## src/rtl/rpn_pkg.sv

```systemverilog
// Shared constants and types for the RPN expression evaluator:
// operator token codes, error codes and the control FSM state encoding.
package rpn_pkg;

  localparam logic [7:0] OP_ADD = 8'h2B;  // "+"
  localparam logic [7:0] OP_SUB = 8'h2D;  // "-"
  localparam logic [7:0] OP_MUL = 8'h2A;  // "*"
  localparam logic [7:0] OP_DIV = 8'h2F;  // "/"

  localparam logic [2:0] ERR_NONE      = 3'd0;
  localparam logic [2:0] ERR_OVERFLOW  = 3'd1;
  localparam logic [2:0] ERR_UNDERFLOW = 3'd2;
  localparam logic [2:0] ERR_DIV_ZERO  = 3'd3;
  localparam logic [2:0] ERR_BAD_OP    = 3'd4;
  localparam logic [2:0] ERR_MALFORMED = 3'd5;

  typedef enum logic [2:0] {
    IDLE,
    EXEC,
    DIV,
    REL,
    DONE
  } state_t;

  function automatic logic is_known_op(input logic [7:0] code);
    return (code == OP_ADD) || (code == OP_SUB) || (code == OP_MUL) || (code == OP_DIV);
  endfunction

endpackage

```

## src/rtl/rpn_divider.sv

```systemverilog
// Iterative restoring divider, one quotient bit per cycle, DATA_W cycles per
// division. The first iteration happens on the start edge itself.
module rpn_divider #(
  parameter int DATA_W = 32,
  parameter int SIGNED = 1
) (
  input  logic              CLK,
  input  logic              RST,
  input  logic              start,
  input  logic [DATA_W-1:0] dividend,
  input  logic [DATA_W-1:0] divisor,
  output logic              done,
  output logic [DATA_W-1:0] quotient
);

  localparam int CNT_W = $clog2(DATA_W + 1);

  logic              a_neg;
  logic              b_neg;
  logic [DATA_W-1:0] a_mag;
  logic [DATA_W-1:0] b_mag;

  logic [DATA_W-1:0] rem_reg;
  logic [DATA_W-1:0] quo_reg;
  logic [DATA_W-1:0] den_reg;
  logic              neg_reg;
  logic              run_reg;
  logic              done_reg;
  logic [CNT_W-1:0]  cnt_reg;

  logic [DATA_W-1:0] rem_src;
  logic [DATA_W-1:0] quo_src;
  logic [DATA_W-1:0] den_src;
  logic [DATA_W:0]   shifted;
  logic [DATA_W:0]   trial;
  logic              fits;
  logic [DATA_W-1:0] rem_next;
  logic [DATA_W-1:0] quo_next;

  // Work on magnitudes; the most negative value maps onto itself, which is
  // exactly its magnitude when read as unsigned.
  assign a_neg = (SIGNED != 0) && dividend[DATA_W-1];
  assign b_neg = (SIGNED != 0) && divisor[DATA_W-1];
  assign a_mag = a_neg ? (~dividend + 1'b1) : dividend;
  assign b_mag = b_neg ? (~divisor + 1'b1) : divisor;

  always_comb begin
    rem_src  = start ? '0 : rem_reg;
    quo_src  = start ? a_mag : quo_reg;
    den_src  = start ? b_mag : den_reg;
    shifted  = {rem_src, quo_src[DATA_W-1]};
    trial    = shifted - {1'b0, den_src};
    fits     = ~trial[DATA_W];
    rem_next = fits ? trial[DATA_W-1:0] : shifted[DATA_W-1:0];
    quo_next = {quo_src[DATA_W-2:0], fits};
  end

  always_ff @(posedge CLK) begin
    if (RST) begin
      rem_reg  <= '0;
      quo_reg  <= '0;
      den_reg  <= '0;
      neg_reg  <= 1'b0;
      run_reg  <= 1'b0;
      done_reg <= 1'b0;
      cnt_reg  <= '0;
    end else begin
      done_reg <= 1'b0;
      if (start) begin
        rem_reg <= rem_next;
        quo_reg <= quo_next;
        den_reg <= b_mag;
        neg_reg <= a_neg ^ b_neg;
        cnt_reg <= CNT_W'(DATA_W - 1);
        run_reg <= 1'b1;
      end else if (run_reg) begin
        rem_reg <= rem_next;
        quo_reg <= quo_next;
        cnt_reg <= cnt_reg - 1'b1;
        if (cnt_reg == CNT_W'(1)) begin
          run_reg  <= 1'b0;
          done_reg <= 1'b1;
        end
      end
    end
  end

  assign done     = done_reg;
  assign quotient = neg_reg ? (~quo_reg + 1'b1) : quo_reg;

endmodule

```

## src/rtl/rpn_eval.sv

```systemverilog
// Reverse-Polish expression evaluator: strobe-handshaken number/operator
// tokens feed an operand stack; the end marker reports the result and error.
module rpn_eval
  import rpn_pkg::*;
#(
  parameter int DATA_W = 32,
  parameter int DEPTH  = 16,
  parameter int SIGNED = 1
) (
  input  logic              CLK,
  input  logic              RST,
  input  logic [DATA_W-1:0] INPUT_NUMBER,
  input  logic              NUMBER_STB,
  input  logic [7:0]        INPUT_SIGN,
  input  logic              SIGN_STB,
  output logic              BUSY,
  output logic [DATA_W-1:0] OUT,
  output logic              OUT_STB,
  output logic [2:0]        ERR
);

  localparam int PTR_W = $clog2(DEPTH);
  localparam int CNT_W = PTR_W + 1;

  logic [DATA_W-1:0] stack_reg [DEPTH];
  logic [CNT_W-1:0]  count_reg;

  state_t            state_reg;
  logic              tok_num_reg;
  logic [DATA_W-1:0] tok_val_reg;
  logic [7:0]        tok_op_reg;
  logic [2:0]        err_reg;
  logic [2:0]        err_out_reg;
  logic              busy_reg;
  logic              out_stb_reg;
  logic [DATA_W-1:0] out_reg;

  logic [PTR_W-1:0]  top_idx;
  logic [PTR_W-1:0]  sec_idx;
  logic [DATA_W-1:0] a_val;
  logic [DATA_W-1:0] b_val;
  logic              stack_full;
  logic              has_two;
  logic              known_op;
  logic              is_div_op;
  logic              exec_live;
  logic              push_en;
  logic              alu_en;
  logic              div_start;
  logic              div_wr;
  logic              div_done;
  logic [DATA_W-1:0] div_q;
  logic [DATA_W-1:0] alu_res;
  logic [2:0]        exec_err;

  logic              wr_en;
  logic [PTR_W-1:0]  wr_idx;
  logic [DATA_W-1:0] wr_data;

  // b is the top of stack, a the entry below it.
  assign top_idx    = PTR_W'(count_reg - CNT_W'(1));
  assign sec_idx    = PTR_W'(count_reg - CNT_W'(2));
  assign b_val      = stack_reg[top_idx];
  assign a_val      = stack_reg[sec_idx];
  assign stack_full = (count_reg == CNT_W'(DEPTH));
  assign has_two    = (count_reg >= CNT_W'(2));
  assign known_op   = is_known_op(tok_op_reg);
  assign is_div_op  = (tok_op_reg == OP_DIV);

  // Once an error is latched, tokens are acknowledged but have no effect.
  assign exec_live = (state_reg == EXEC) && (err_reg == ERR_NONE);
  assign push_en   = exec_live && tok_num_reg && !stack_full;
  assign alu_en    = exec_live && !tok_num_reg && known_op && !is_div_op && has_two;
  assign div_start = exec_live && !tok_num_reg && is_div_op && has_two && (b_val != '0);
  assign div_wr    = (state_reg == DIV) && div_done;

  always_comb begin
    alu_res = '0;
    case (tok_op_reg)
      OP_ADD:  alu_res = a_val + b_val;
      OP_SUB:  alu_res = a_val - b_val;
      OP_MUL:  alu_res = a_val * b_val;
      default: alu_res = '0;
    endcase
  end

  always_comb begin
    exec_err = ERR_NONE;
    if (exec_live) begin
      if (tok_num_reg) begin
        if (stack_full) exec_err = ERR_OVERFLOW;
      end else if (!known_op) begin
        exec_err = ERR_BAD_OP;
      end else if (!has_two) begin
        exec_err = ERR_UNDERFLOW;
      end else if (is_div_op && (b_val == '0)) begin
        exec_err = ERR_DIV_ZERO;
      end
    end
  end

  // Binary ops overwrite a's slot and drop b; pushes land just above top.
  always_comb begin
    wr_en   = 1'b0;
    wr_idx  = '0;
    wr_data = '0;
    if (push_en) begin
      wr_en   = 1'b1;
      wr_idx  = PTR_W'(count_reg);
      wr_data = tok_val_reg;
    end else if (alu_en) begin
      wr_en   = 1'b1;
      wr_idx  = sec_idx;
      wr_data = alu_res;
    end else if (div_wr) begin
      wr_en   = 1'b1;
      wr_idx  = sec_idx;
      wr_data = div_q;
    end
  end

  always_ff @(posedge CLK) begin
    if (wr_en) begin
      stack_reg[wr_idx] <= wr_data;
    end
  end

  rpn_divider #(
    .DATA_W (DATA_W),
    .SIGNED (SIGNED)
  ) u_div (
    .CLK      (CLK),
    .RST      (RST),
    .start    (div_start),
    .dividend (a_val),
    .divisor  (b_val),
    .done     (div_done),
    .quotient (div_q)
  );

  always_ff @(posedge CLK) begin
    if (RST) begin
      state_reg   <= IDLE;
      tok_num_reg <= 1'b0;
      tok_val_reg <= '0;
      tok_op_reg  <= '0;
      err_reg     <= ERR_NONE;
      err_out_reg <= ERR_NONE;
      busy_reg    <= 1'b0;
      out_stb_reg <= 1'b0;
      out_reg     <= '0;
      count_reg   <= '0;
    end else begin
      out_stb_reg <= 1'b0;
      case (state_reg)
        IDLE: begin
          // BUSY falls one cycle after leaving REL, so a strobe that is
          // still visible in that cycle is never taken as a fresh token.
          if (busy_reg) begin
            busy_reg <= 1'b0;
          end else if (NUMBER_STB && SIGN_STB) begin
            state_reg <= DONE;
            busy_reg  <= 1'b1;
          end else if (NUMBER_STB || SIGN_STB) begin
            tok_num_reg <= NUMBER_STB;
            tok_val_reg <= INPUT_NUMBER;
            tok_op_reg  <= INPUT_SIGN;
            state_reg   <= EXEC;
            busy_reg    <= 1'b1;
          end
        end
        EXEC: begin
          if (exec_err != ERR_NONE) err_reg <= exec_err;
          if (push_en) count_reg <= count_reg + 1'b1;
          if (alu_en) count_reg <= count_reg - 1'b1;
          state_reg <= div_start ? DIV : REL;
        end
        DIV: begin
          if (div_done) begin
            count_reg <= count_reg - 1'b1;
            state_reg <= REL;
          end
        end
        DONE: begin
          out_stb_reg <= 1'b1;
          out_reg     <= (count_reg == '0) ? '0 : b_val;
          err_out_reg <= ((err_reg == ERR_NONE) && (count_reg != CNT_W'(1))) ? ERR_MALFORMED : err_reg;
          count_reg   <= '0;
          err_reg     <= ERR_NONE;
          state_reg   <= REL;
        end
        REL: begin
          if (!NUMBER_STB && !SIGN_STB) state_reg <= IDLE;
        end
        default: state_reg <= IDLE;
      endcase
    end
  end

  assign BUSY    = busy_reg;
  assign OUT     = out_reg;
  assign OUT_STB = out_stb_reg;
  assign ERR     = err_out_reg;

endmodule

```

## config.mk

```make
export PLATFORM = sky130hd
export DESIGN_NAME = rpn_eval
export DESIGN_NICKNAME = d
export VERILOG_FILES = /design/src/rtl/rpn_pkg.sv /design/src/rtl/rpn_divider.sv /design/src/rtl/rpn_eval.sv
export SDC_FILE = /design/constraint.sdc
export NUM_CORES = 2
export LEC_CHECK = 0
export BUFFER_PORTS_ARGS = -buffer_cell sky130_fd_sc_hd__buf_2
export CORE_ASPECT_RATIO = 1.1
export CORE_MARGIN = 10
export CORE_UTILIZATION = 25
export CTS_CLUSTER_DIAMETER = 200
export CTS_CLUSTER_SIZE = 28
export DETAILED_ROUTE_END_ITERATION = 8
export HOLD_SLACK_MARGIN = 0.08
export MAX_ROUTING_LAYER = met4
export PLACE_DENSITY = 0.49
export SYNTH_ARGS = -nofsm -noshare
export SYNTH_HDL_FRONTEND = slang
export SYNTH_SLANG_ARGS = --single-unit
```

## constraint.sdc

```tcl
create_clock -name CLK -period 27.5 [get_ports CLK]
set_input_delay 0 -clock CLK [delete_from_list [all_inputs] [get_ports CLK]]
set_output_delay 0 -clock CLK [all_outputs]
set_load 0.02 [all_outputs]
```

**Word-level counts from Yosys, hierarchy flattened**

Memory sizes are Yosys's and may differ from the RTL's.
Index checks and enable logic that the tools add are counted.

- $add $sub $neg: 10
- Multipliers: 1
- Order comparisons: 1
- Eq/ne operators: 17
- Mux-type cells: 54
- Bitwise operators: 8
- Reductions and logical operators: 39

Operators by type and width:

| kind | count |
|---|---|
| $mux 32 | 15 |
| $add 32x1->32 const B | 3 |
| $not 32->32 | 3 |
| $pmux 32 s3 | 1 |
| $sub 33x32->33 | 1 |
| $add 32x32->32 | 1 |
| $eq 8x6->1 const B | 4 |
| $logic_not 32->1 | 1 |
| $mul 32x32->32 | 1 |
| $reduce_bool 32->1 | 1 |
| $sub 32x32->32 | 1 |
| $mux 3 | 10 |
| $mux 5 | 5 |
| $logic_and 1x1->1 | 15 |
| $mux 1 | 15 |
| $pmux 3 s5 | 1 |
| $pmux 5 s3 | 1 |
| $mux 4 | 3 |
| $reduce_and 4->1 | 2 |
| $eq 3x2->1 const B | 2 |
| $eq 6x1->1 const B | 1 |
| $logic_not 3->1 | 2 |
| $ne 3x3->1 const B | 2 |
| $pmux 3 s2 | 1 |
| 23 further kinds | 38 |

- Register bits: 194
- Bits in writable memories: 512
- Input bits: 44
- Output and inout bits: 37
- Memories: 1

Memories:

| name | words | width | read ports | clocked after memory_dff | wr ports | RTL line | RTL |
|---|---|---|---|---|---|---|---|
| stack_reg | 16 | 32 | 2 | 0 | 1 | rpn_eval.sv:25 | `logic [DATA_W-1:0] stack_reg [DEPTH];` |

**Longest topological paths before layout**

An unclocked memory read counts as a cell.

- Depth after elaboration: 12
- Depth in mapped cells: 52

**Hierarchy**

From an unflattened synthesis, not the netlist that was laid out.

- Cell total of the unflattened synthesis: 4,930
- Area total of the unflattened synthesis: 53,911.7 um^2

Modules (own cells, without submodules):

| module | times used | cells an instance | area each (um^2) | sequential area each (um^2) |
|---|---|---|---|---|
| rpn_eval | 1 | 3,821 | 45,237.1 | 17,156.5 |
| rpn_divider | 1 | 1,109 | 8,674.6 | 2,102.0 |

**Worst setup path before layout**

No wires, ideal clock.

- Path kind: register -> register
- Start: register count_reg[0]
- End: memory stack_reg[0][27] (data pin)
- Library setup time: 0.330 ns
- Data arrival time: 11.374 ns
- Data required time: 27.170 ns
- Slack: 15.796 ns
- Cell stages (with the launch flop): 49
- Buffers on the path: 18
- Cells stage by stage: dfxtp_1 -> buf_6 -> buf_8 -> buf_12 -> buf_12 -> buf_12 -> buf_12 -> buf_12 -> buf_12 -> buf_12 -> buf_12 -> buf_4 -> buf_2 -> inv_1 -> ha_1 -> buf_2 -> buf_2 -> buf_4 -> (+13 left out) -> fa_1 -> inv_1 -> fa_1 -> inv_1 -> fa_1 -> fa_1 -> ha_1 -> a21o_1 -> a21o_1 -> a21oi_1 -> nor2_1 -> a21oi_1 -> o21a_1 -> nand2b_1 -> a21oi_1 -> xnor2_1 -> a22oi_1 -> o21ai_0

- Longest elaborated chain between the ends: 6
- Elaborated cells on any way between the ends: 14
- Classes of those cells: add/sub: 4; mul: 1; order compare: 1; eq/ne: 1; mux: 3; reduce/logical: 3; memory: 1

Ends and longest elaborated chain:

| item | RTL line | RTL |
|---|---|---|
| start, declared | rpn_eval.sv:26 | `logic [CNT_W-1:0] count_reg;` |
| start signal, assigned | rpn_eval.sv:174 | `if (push_en) count_reg <= count_reg + 1'b1;` |
| start signal, assigned | rpn_eval.sv:175 | `if (alu_en) count_reg <= count_reg - 1'b1;` |
| start signal, assigned | rpn_eval.sv:180 | `count_reg <= count_reg - 1'b1;` |
| $sub 5x1->5 or $sub 4x2->4 (tied branches) | - |  |
| $mem_v2 16x32 | - |  |
| $mul 32x32->32, or another cell as far along | rpn_eval.sv:82 | `OP_MUL: alu_res = a_val * b_val;` |
| $pmux 32 s3 | rpn_eval.sv:79 | `case (tok_op_reg)` |
| $mux 32 | rpn_eval.sv:111 | `end else if (alu_en) begin` |
| $mux 32 (*) | rpn_eval.sv:107 | `if (push_en) begin` |
| named net wr_data[27] | rpn_eval.sv:58 | `logic [DATA_W-1:0] wr_data;` |
| end, declared | rpn_eval.sv:25 |  |

The timed path passes the listed nets; every way through them passes the cells marked *.

**Worst setup path in the final report**

- Start: register count_reg[1]
- End: memory stack_reg[9][31] (data pin)

Same word-level chain as after synthesis.

==> impl_metrics.env <==
export IMPL_grt_max_degree=123
export IMPL_largest_reg_flops=512
export IMPL_cts_sinks=706
export IMPL_final_common_cell="nor2_1"
export IMPL_min_to="tok_val_reg[27]$_SDFFE_PP0P_"
export IMPL_worst_slew_margin_rel_pct=12.07
export IMPL_synth_edf_count=512
export IMPL_fmax_mhz=74.13
export IMPL_worstReg2RegEnd="stack_reg[9][31]$_DFFE_PP_"
export IMPL_holdWs_ns=0.1249
export IMPL_detailedPlace_worstSlack_ns=14.10
export IMPL_rows=178
export IMPL_avgViaCountPerCell=5.039
export IMPL_clk_insertion_delay_late_ns=0.71
export IMPL_ys_seq_elements=706
export IMPL_dieArea_um2=234000
export IMPL_fin_skew_ns=0.06078
export IMPL_ios=81
export IMPL_worstPathArrival_ns=13.89
export IMPL_vias=38870
export IMPL_syn_area_um2=53750
export IMPL_path_common_cell="fa_1"
export IMPL_finalCritPeriodShare_pct=49.05
export IMPL_core_area_um2=213800
export IMPL_critical_path_class="flip-flop to flip-flop"
export IMPL_cts_resized_gates=0
export IMPL_die_y_um=506.3
export IMPL_grt_pass1_wl_mm=277.7
export IMPL_clk_pin_slew_worst_paths_ns=0.12
export IMPL_drc=0
export IMPL_die_x_um=462.1
export IMPL_grt_pass1_vias=40070
export IMPL_dr_pass1_iters=6
export IMPL_hp_start="INPUT_NUMBER[27]"
export IMPL_async_reset_ff_share_pct=0
export IMPL_rrSetupSlack_ns=14.01
export IMPL_cts_max_path_buffers=3
export IMPL_ys_types=100
export IMPL_outcome="completed"
export IMPL_rr_startpoint="count_reg[1]$_SDFFE_PP0P_"
export IMPL_finalCriticalPeriod_ns=13.49
export IMPL_rsz0062_at_grt="no"
export IMPL_final_hold_viol_count=0
export IMPL_critPathRequiredTime_ns=27.90
export IMPL_antenna_found_initial=11
export IMPL_hp_class="primary input to flip-flop"
export IMPL_critPathTopFamily="adder cells"
export IMPL_syn_inst=4847
export IMPL_fin_setup_tns_ns=0
export IMPL_worstPathMaxFanout=49
export IMPL_routedWlPerCell_um=24.64
export IMPL_startpoint_type="flip-flop"
export IMPL_cts_tree="built"
export IMPL_holdBufCountCts=103
export IMPL_cp_num_buf_inv=7
export IMPL_final_cell_mix="531 x nor2_1, 512 x edfxtp_1, 485 x inv_1"
export IMPL_worst_slack_ns=14.01
export IMPL_max_cap_violations=0
export IMPL_grt_remaining_overflow=0
export IMPL_nets=5546
export IMPL_synth_ff_type="edfxtp_1"
export IMPL_max_stage_delay_ns=0.90
export IMPL_root_buffer="clkbuf_16"
export IMPL_syn_area_per_cell_um2=11.09
export IMPL_ant_nets=0
export IMPL_drive_gt1_share_pct=11.97
export IMPL_worstMarginPinSlew_ns=1.310
export IMPL_finalMaxSlewViolations=0
export IMPL_critical_path_slowest_cell="ha_4"
export IMPL_finalWirelength_mm=190.1
export IMPL_drtIter0Drc=3442
export IMPL_finalSetupViolations=0
export IMPL_hold_depth=4
export IMPL_cts_setup_buffers=0
export IMPL_reg2regPathDepth=32
export IMPL_synthesis_nets=5502
export IMPL_htreeDepth=1
export IMPL_grtUsageTotal_pct=16.31
export IMPL_seq_area_frac_synth_pct=35.83
export IMPL_gp_congestion=0.9134
export IMPL_yosysWarningCount=0
export IMPL_io_buffers=80
export IMPL_syn_to_final_growth_pct=10.40
export IMPL_final_util_pct=27.75
export IMPL_dp_hpwl_mm=131.9
export IMPL_start_util_pct=25.14
export IMPL_cts_buffers=29
export IMPL_cp_end_kind="flip-flop"
==> per-layer routing <==
layer / track usage [%] / up-vias / wire length, µm
li1: - / 16930 / -
met4: 5.058 / 0 / 6896
met5: - / - / 0
met3: 2.245 / 306 / 12470
met1: 20.73 / 20210 / 79070
met2: 26.88 / 1422 / 91620
==> cells in the mapped netlist, drive strengths merged (8+ instances only) <==
cell type / n / area [µm²]
o21a: 25 / 187.7
a211oi: 50 / 375.4
a21oi: 224 / 1125
a21boi: 8 / 60.06
xnor2: 178 / 1574
clkbuf: 173 / 650.6
edfxtp: 512 / 15370
and3: 21 / 131.4
nor4: 15 / 93.84
inv: 491 / 1843
o31ai: 17 / 127.6
mux2i: 86 / 860.8
a32o: 8 / 80.08
or3: 25 / 161.4
a31oi: 20 / 125.1
buf: 110 / 729.5
fa: 410 / 8208
clkinv: 9 / 35.03
nor2b: 71 / 444.2
ha: 201 / 2515
or2: 13 / 81.34
a22oi: 35 / 262.8
nor3: 48 / 265.3
mux2: 20 / 229.0
a21o: 43 / 322.8
nand2b: 63 / 394.1
o41ai: 9 / 78.83
mux4: 284 / 6526
o21ai: 162 / 844.6
dfxtp: 194 / 3884
nand3: 48 / 240.2
o21bai: 12 / 90.09
and2: 34 / 212.7
nor2: 551 / 2073
nand2: 476 / 1789
o221ai: 15 / 131.4
o22ai: 12 / 75.07
xor2: 76 / 673.2
==> worst register-to-register path: cells and delay by family (launching register included) <==
family / cells / cell delay (ns)
AOI/OAI and AO/OA: 6 / 2.05
xor gates and xnor gates: 1 / 0.33
adders and majority gates: 10 / 4.95
buffers and inverters: 7 / 2.59
DFF: 1 / 0.83
muxes: 3 / 1.69
and+or+nand+nor: 5 / 0.73
==> cell families after synthesis <==
logic type	Yosys count	share of synthesized area (%)
AO/OA/AOI/OAI	704	8.304
AND/OR/NAND/NOR	1398	11.46
XOR/XNOR	255	4.223
multiplexers	390	14.17
adder cells (fa/ha/maj)	611	19.95
buffers and inverters	783	6.062
flip-flops	706	35.83
==> metrics by stage <==
step	instance area, µm²	instances
6_report	59340	7714
5_1_grt	59330	7711
4_1_cts	59310	7703
3_5_place_dp	57440	7547
3_3_place_gp	57440	7547
2_1_floorplan	53750	4847
==> worst max-delay path by stage <==
stage | from | endpoint | slack (ns) | cells past startpoint
floorplan | count_reg[0]$_SDFFE_PP0P_ | stack_reg[0][27]$_DFFE_PP_ | 15.80 | 48
global placement | count_reg[1]$_SDFFE_PP0P_ | stack_reg[13][29]$_DFFE_PP_ | 14.06 | 32
detailed placement | count_reg[1]$_SDFFE_PP0P_ | stack_reg[2][31]$_DFFE_PP_ | 14.10 | 32
CTS | count_reg[1]$_SDFFE_PP0P_ | stack_reg[11][31]$_DFFE_PP_ | 14.03 | 32
global route | count_reg[1]$_SDFFE_PP0P_ | stack_reg[7][29]$_DFFE_PP_ | 13.30 | 33
finish | count_reg[1]$_SDFFE_PP0P_ | stack_reg[9][31]$_DFFE_PP_ | 14.01 | 32
==> area by class of cell <==
cell class / count / area (µm²)
timing repair buffer: 296 / 2298
sequential: 706 / 19270
clock inverter: 3 / 36.28
inverter: 500 / 1878
clock buffer: 50 / 804.5
fill: 22270 / 154500
antenna: 11 / 27.53
multi-input combinational: 3358 / 31530
tap: 2790 / 3491
Power is not shown: default switching activity piles up to over one toggle a cycle in this logic, so the estimate is an artifact.
